**config.mk**
```make
export PLATFORM = sky130hd
export DESIGN_NAME = fetch_redirect
export DESIGN_NICKNAME = d
export VERILOG_FILES = /design/src/rtl/pipeline_pkg.sv /design/src/rtl/pc_incrementer.sv /design/src/rtl/fetch_redirect.sv
export SDC_FILE = /design/constraint.sdc
export NUM_CORES = 1
export LEC_CHECK = 0
export CORE_MARGIN = 2
export CORE_UTILIZATION = 45
export DETAILED_ROUTE_END_ITERATION = 7
export GPL_TIMING_DRIVEN = 0
export PLACE_DENSITY = 0.77
export SETUP_SLACK_MARGIN = 0.1
export SLEW_MARGIN = 20
export SYNTH_ARGS = -nofsm -noshare
export SYNTH_HDL_FRONTEND = slang
export SYNTH_SLANG_ARGS = --single-unit
```
**constraint.sdc**
```tcl
create_clock -name clk -period 2.14 [get_ports clk]
set_input_delay 0.321 -clock clk [delete_from_list [all_inputs] [get_ports clk]]
set_output_delay 0.321 -clock clk [all_outputs]
set_load 0.01 [all_outputs]
```
**src/rtl/pipeline_pkg.sv**
```systemverilog
// Shared pipeline definitions: fetch-stage state encoding, reset vector
// default, instruction width and the target-alignment helper.
package pipeline_pkg;

  localparam int unsigned XLEN = 32;

  localparam logic [XLEN-1:0] RESET_PC_DEFAULT = 32'h0000_2000;

  // RUN    : sequential fetch, redirects honoured
  // SQUASH : wrong-path instructions still in flight, Kill held high
  // PEND   : redirect accepted during a stall, waiting for the stall to drop
  // TRAP   : misaligned target seen; frozen until reset
  typedef enum logic [1:0] {
    RUN    = 2'd0,
    SQUASH = 2'd1,
    PEND   = 2'd2,
    TRAP   = 2'd3
  } fetch_state_e;

  // Jump targets ignore bit 0; the result is the address actually fetched.
  function automatic logic [XLEN-1:0] align_target(input logic [XLEN-1:0] t);
    return t & ~{{(XLEN-1){1'b0}}, 1'b1};
  endfunction

endpackage

```
**src/rtl/pc_incrementer.sv**
```systemverilog
// Sequential next-PC adder: PC + 4, wrapping modulo 2^32.
module pc_incrementer
  import pipeline_pkg::*;
(
  input  logic [XLEN-1:0] pc,
  output logic [XLEN-1:0] pc_plus4
);

  // Carry out of bit 31 is discarded, so 32'hFFFF_FFFC wraps to 0.
  assign pc_plus4 = pc + 32'd4;

endmodule

```
**src/rtl/fetch_redirect.sv**
```systemverilog
// Fetch PC register and redirect/squash control. Takes the branch decision
// from EX, steers fetch to the target, holds Kill high while wrong-path
// instructions drain, defers redirects that land during a stall and traps
// on misaligned targets.
//
// Handshake: there is no valid/ready pair here. Diverge is a one-cycle
// request that is only meaningful while Kill is low; Stall is a level that
// freezes all forward progress (PC and squash counter) for that cycle.
module fetch_redirect
  import pipeline_pkg::*;
#(
  parameter logic [31:0] RESET_PC    = RESET_PC_DEFAULT,
  parameter int unsigned FLUSH_DEPTH = 2
) (
  input  logic        clk,
  input  logic        rst,
  input  logic        Stall,
  input  logic        Diverge,
  input  logic [31:0] TargetPC,
  output logic [31:0] PC,
  output logic [31:0] PCPlus4,
  output logic        Kill,
  output logic        InstValid,
  output logic        MisalignedFault,
  output logic [1:0]  dbg_state
);

  // Counter is loaded with FLUSH_DEPTH-1 so that Kill spans exactly
  // FLUSH_DEPTH un-stalled cycles (the final one is the counter==0 cycle).
  localparam logic [2:0] CNT_INIT = 3'(FLUSH_DEPTH - 1);

  fetch_state_e      state_q, state_n;
  logic [XLEN-1:0]   pc_q, pc_n;
  logic [XLEN-1:0]   pend_q, pend_n;
  logic [2:0]        cnt_q, cnt_n;
  logic              kill_q, kill_n;
  logic              iv_q, iv_n;
  logic              fault_q, fault_n;

  logic [XLEN-1:0]   pc_plus4;
  logic [XLEN-1:0]   tgt;
  logic              tgt_misaligned;
  logic              qual_div;

  pc_incrementer u_inc (
    .pc       (pc_q),
    .pc_plus4 (pc_plus4)
  );

  assign tgt            = align_target(TargetPC);
  assign tgt_misaligned = tgt[1];
  // A Diverge seen while Kill is high belongs to a squashed instruction.
  assign qual_div       = Diverge & ~kill_q;

  // State and datapath registers; reset overrides every other input.
  always_ff @(posedge clk) begin
    if (rst) begin
      state_q <= RUN;
      pc_q    <= RESET_PC;
      pend_q  <= '0;
      cnt_q   <= '0;
      kill_q  <= 1'b0;
      iv_q    <= 1'b1;
      fault_q <= 1'b0;
    end else begin
      state_q <= state_n;
      pc_q    <= pc_n;
      pend_q  <= pend_n;
      cnt_q   <= cnt_n;
      kill_q  <= kill_n;
      iv_q    <= iv_n;
      fault_q <= fault_n;
    end
  end

  // Next-state and next-datapath selection for the redirect FSM.
  always_comb begin
    state_n = state_q;
    pc_n    = pc_q;
    pend_n  = pend_q;
    cnt_n   = cnt_q;
    kill_n  = kill_q;
    iv_n    = iv_q;
    fault_n = fault_q;

    unique case (state_q)
      RUN: begin
        if (qual_div && tgt_misaligned) begin
          // Trap takes precedence over the stall: nothing further may issue.
          fault_n = 1'b1;
          iv_n    = 1'b0;
          kill_n  = 1'b1;
          state_n = TRAP;
        end else if (qual_div && Stall) begin
          // Capture now; TargetPC may change while the stall persists.
          pend_n  = tgt;
          state_n = PEND;
        end else if (qual_div) begin
          pc_n    = tgt;
          kill_n  = 1'b1;
          iv_n    = 1'b0;
          cnt_n   = CNT_INIT;
          state_n = SQUASH;
        end else if (!Stall) begin
          pc_n = pc_plus4;
        end
      end

      SQUASH: begin
        if (!Stall) begin
          pc_n = pc_plus4;
          if (cnt_q != 3'd0) begin
            cnt_n = cnt_q - 3'd1;
          end else begin
            kill_n  = 1'b0;
            iv_n    = 1'b1;
            state_n = RUN;
          end
        end
      end

      PEND: begin
        // The stalled branch re-asserts Diverge; those repeats are ignored.
        if (!Stall) begin
          pc_n    = pend_q;
          kill_n  = 1'b1;
          iv_n    = 1'b0;
          cnt_n   = CNT_INIT;
          state_n = SQUASH;
        end
      end

      TRAP: begin
        kill_n  = 1'b1;
        iv_n    = 1'b0;
        fault_n = 1'b1;
      end

      default: begin
        state_n = RUN;
      end
    endcase
  end

  assign PC              = pc_q;
  assign PCPlus4         = pc_plus4;
  assign Kill            = kill_q;
  assign InstValid       = iv_q;
  assign MisalignedFault = fault_q;
  assign dbg_state       = state_q;

endmodule

```
==> impl_summary.md, run 1 <==
Routing
After detailed routing, the number of vias per cell comes to 6.45. After detailed routing, the average wire length per cell comes to ~21 µm. The DRC marker count from the first detailed-route iteration is just over 900. The routed length on met1 is ~7000 µm. The via count of the routed design is around 5,600. The total length of routed wires is roughly 18,000 µm. The met3 wire length is approximately 1800 µm. After detailed routing, the number of remaining DRC violations is 2. The post-route antenna net violation count is 0.

After detailed routing, the met2 layer carries around 8500 µm of wire. The number of optimization iterations in the first detailed-route pass is 8. Signal routing reaches up to met4.

Floorplanning
The number of rows created at floorplan is 35. The number of I/O pins is between 100 and 150. The floorplan step defined a die boundary enclosing between 10,000 and 15,000 µm². In this run the vertical extent of the chip is 101 µm. The total area inside the core boundary comes to 9200 µm². In this run the horizontal extent of the chip is slightly above 100 µm. The starting density of the core is a little under half.

Place
The HPWL after detailed placement is approximately 11,000 µm. Before CTS, the worst setup slack after placement is -839 ps. The number of buffers inserted by port buffering is 100. At the end of routability-driven placement, the weighted congestion stood at approximately 0.96. The cell total after placement is slightly below 800. The instance area after placement is ~5500 µm².

Cells and area
Of the cells placed in the final design, the portion with a size suffix greater than 1 is 32.8%. The growth of design area from synthesis to finish is 59.4%. The most common library cell in the layout ignoring fill and taps is nand2_1. The filler cells instantiated in the layout total 656. The register area is 1460 µm². The library cells used most frequently in the layout, excluding fill and tap cells, are 75 x nand2_1, 71 x clkdlybuf4s50_1, 67 x buf_4. Summing all multi-input logic gate instances after layout gives 3070 µm².

The net count reported at finish is between 700 and 800. The finished cells cover a little under 7000 µm². The number of diodes added for antenna fixing is 0. The final standard cell count with taps included and fillers excluded is 865.

Power and ir drop
Power spread over the standard cell area amounts to between 1000 and 1500 nW/µm². The leakage component of the power is about 2.7 nW. The worst vdd rail ir drop is around 0.73 mV. The total power of the final layout is ~7.5 mW.

Worst setup path
The stage delay of the slowest cell on the critical path is 450 ps. The type of the setup path with the least slack is reg2out. The worst setup path is launched from a flip-flop. The start of the worst register-to-register path is PC[11]$_SDFFE_PP0P_. The maximum net fanout on the critical path is 8.

The worst setup path startpoint is PC[11]$_SDFFE_PP0P_. The endpoint arrival time on the critical path is 2270 ps. The worst register-to-register path ends at PC[20]$_SDFFE_PP0P_. The endpoint required time on the critical path is around 1800 ps. The number of cells on the worst reg-to-reg path is 11. The register-to-register setup slack is -360 ps. The worst setup path is captured at a primary output. For this design, the slowest cell found on the critical path is or4_4. Traced cell by cell, the critical path runs through buf_8, nand3_4, or4_4, buf_6, buf_12, nor2_4, nand3_2, xnor2_2, buf_2.

Clock network
The clock transition at the registers of the reported paths is ~70 ps. The clock sink total is 70. The TritonCTS buffer count is 9. The later pin in the worst-skew pair is clocked with a latency of between 300 and 400 ps. The H-tree was split into 3 levels. The library cell used as clock root buffer is clkbuf_8. TritonCTS built the clock tree. The maximum number of buffers from clock root to sink is 2.

Timing
The total count of max-transition violations in the final report is 0. The worst slew margin relative to its limit is roughly 47%. Timing would allow up to between 0.3 and 0.4 GHz.

The worst path in the final design needs a cycle of 2590 ps, including I/O delays and setup. Setup violations remaining at the end of the flow were counted as 32. After layout, the worst setup slack is -453 ps.

The measured slew at the worst slew-check pin is 788 ps. The final hold violation count is 0. Between clock sinks in the finished design, the worst skew comes to roughly 11 ps. The worst path uses 121% of the clock period. Hold is met by 456 ps. Setup repair after global routing could not meet its margin everywhere.

Synthesis
The post-synthesis instance total is roughly 570. The number of different library cells used by synthesis comes to about 60. The number of enable-type register cells in the synthesized netlist is 0. In this run the cell area of the synthesized design comes to about 4300 µm². The total number of yosys warnings is 0. The post-synthesis register bit count is 70.

The fraction of registers with async set or reset after synthesis is 0%. In this run the mean area of a mapped cell was roughly 7.5 µm². The primary flip-flop cell chosen by synthesis mapping is dfxtp_1. Summing the sequential cell areas from Yosys gives between 30% and 40% of the chip area.

Global routing
The first-pass GRT wire length is ~26,000 µm. The maximum number of pins on one net before global-route repair is 12. The global-route usage over all layers is 32.6%.

The number of global-route vias before repair is between 5,000 and 6,000. The number of antenna violations at the first check in global routing is 0. The leftover overflow at the end of global routing is 0.

Job
Across the run, the number of max-cap violations was 0.

Min path
The worst hold endpoint is pend_q[31]$_SDFFE_PP0P_. Counting instances, the worst hold path has a depth of 2. The worst hold path begins at pend_q[31]$_SDFFE_PP0P_. The min-delay analysis places its worst path in the category reg2reg.

Outcome
The flow ran to the end, but the final reports show violations. The checks that failed: design-rule violations, negative setup slack.
==> worst max-delay path, delay by kind of cell, from the launching register on <==
family | cells | cell delay, ps
and+or+nand+nor | 4 | 800
buffers and inverters | 4 | 580
DFF | 1 | 380
xor gates and xnor gates | 1 | 160
==> power by group <==
part / internal (mW) / total, mW / switching, mW
combinational: 2.03 / 4.40 / 2.37
clock: 0.551 / 1.08 / 0.532
sequential: 1.63 / 1.98 / 0.348
==> Yosys cell counts, types with 2 or more instances <==
cell type  instances  area share, %
xor2_1            10            2.1
nor3b_1            5           0.88
nor2b_1            3           0.44
a311oi_1           5            1.0
inv_1             17            1.5
buf_4              4           0.71
or4_1              2           0.35
o311ai_0           4           0.82
or3_1              5           0.74
nand4b_1           3           0.62
a2bb2oi_1          2           0.41
a21oi_1           58            6.8
nand3_1           24            2.8
nor3_1            18            2.1
nand2_1           78            6.9
dfxtp_1           70             33
clkbuf_1          45            4.0
a22oi_1           20            3.5
o211ai_1           4           0.71
and3_1             4           0.59
a31oi_1            4           0.59
nand4_1            8            1.2
nor2_1            37            3.3
ha_1               7            2.1
o32ai_1            3           0.62
nand3b_1           3           0.53
o21ai_0           30            3.5
o221a_2            2           0.53
a222oi_1           9            2.1
o21a_1             6            1.1
nor4_1            15            2.2
nand2b_1           3           0.44
a22o_1             5            1.0
mux2i_1            6            1.4
or2_2              4           0.59
xnor2_1           16            3.3
and4_1             2           0.41
a221oi_1           3           0.62
==> layer usage <==
| layer | GRT usage (%) | up-vias |
|---|---|---|
| met5 | 0 | - |
| met4 | 17.7 | 0 |
| met3 | 6.35 | 96 |
| met2 | 52.7 | 453 |
| met1 | 40.9 | 2589 |
| li1 | - | 2437 |
==> worst max-delay path by stage <==
stage	to	slack, ps	cells after the start
global placement	PC[7]$_SDFFE_PP0P_	-820	6
finish	PCPlus4[28]	-450	9
CTS	PCPlus4[28]	-420	9
detailed placement	PC[7]$_SDFFE_PP0P_	-840	6
global route	PCPlus4[28]	-500	9
floorplan	PCPlus4[28]	50	8
==> flip-flops by register name, summed over array words and instances (netlist names) <==
signal	flops
PC	31
cnt_q	3
dbg_state	2
MisalignedFault	1
pend_q	31
InstValid	1
Kill	1
==> kinds of logic (layout without fill, tap and decap cells) <==
group / after synthesis / in the layout / share of synthesized area [%]
AOI/OAI and AO/OA: 167 / 167 / 26.0
xor gates and xnor gates: 26 / 26 / 5.35
muxes: 6 / 6 / 1.41
adders and majority gates: 7 / 7 / 2.06
other: 1 / 2 / 0.0882
buffers and inverters: 69 / 257 / 6.65
DFF: 70 / 70 / 32.9
and+or+nand+nor: 219 / 219 / 25.5
==> repair_timing <==
action	in CTS	in global routing
resized for setup	207	81
endpoints found under the setup margin	62	73
endpoints found under the hold margin	0	0
pin swaps	33	40
hold buffers	0	0
setup buffers	47	28
==> stage by stage <==
step | setup TNS (ps) | utilization, %
2_1_floorplan | 0 | -
3_3_place_gp | -31020 | 60.2
3_5_place_dp | -32260 | 60.2
4_1_cts | -4670 | 69.1
5_1_grt | -9610 | 73.8
6_report | -7950 | 73.8
==> final cells by class <==
type                    count  area share, %
flip-flops and latches     70           21.5
multi-input cells         427           45.3
repair buffers            173           22.0
well taps                 111           2.05
inverters                  17           1.01
clock buffers              16           2.80
plain buffers              51           5.35
Power figures use the tool's default switching activity.
==> inputs of run 2 (changes only) <==
--- a/config.mk
+++ b/config.mk
@@ -5,6 +5,7 @@
 export SDC_FILE = /design/constraint.sdc
 export NUM_CORES = 1
 export LEC_CHECK = 0
+export CAP_MARGIN = 20
 export CORE_MARGIN = 2
 export CORE_UTILIZATION = 45
 export DETAILED_ROUTE_END_ITERATION = 7
==> results of run 2 <==
Final layout, timing and power as in run 1 (identical DEF).
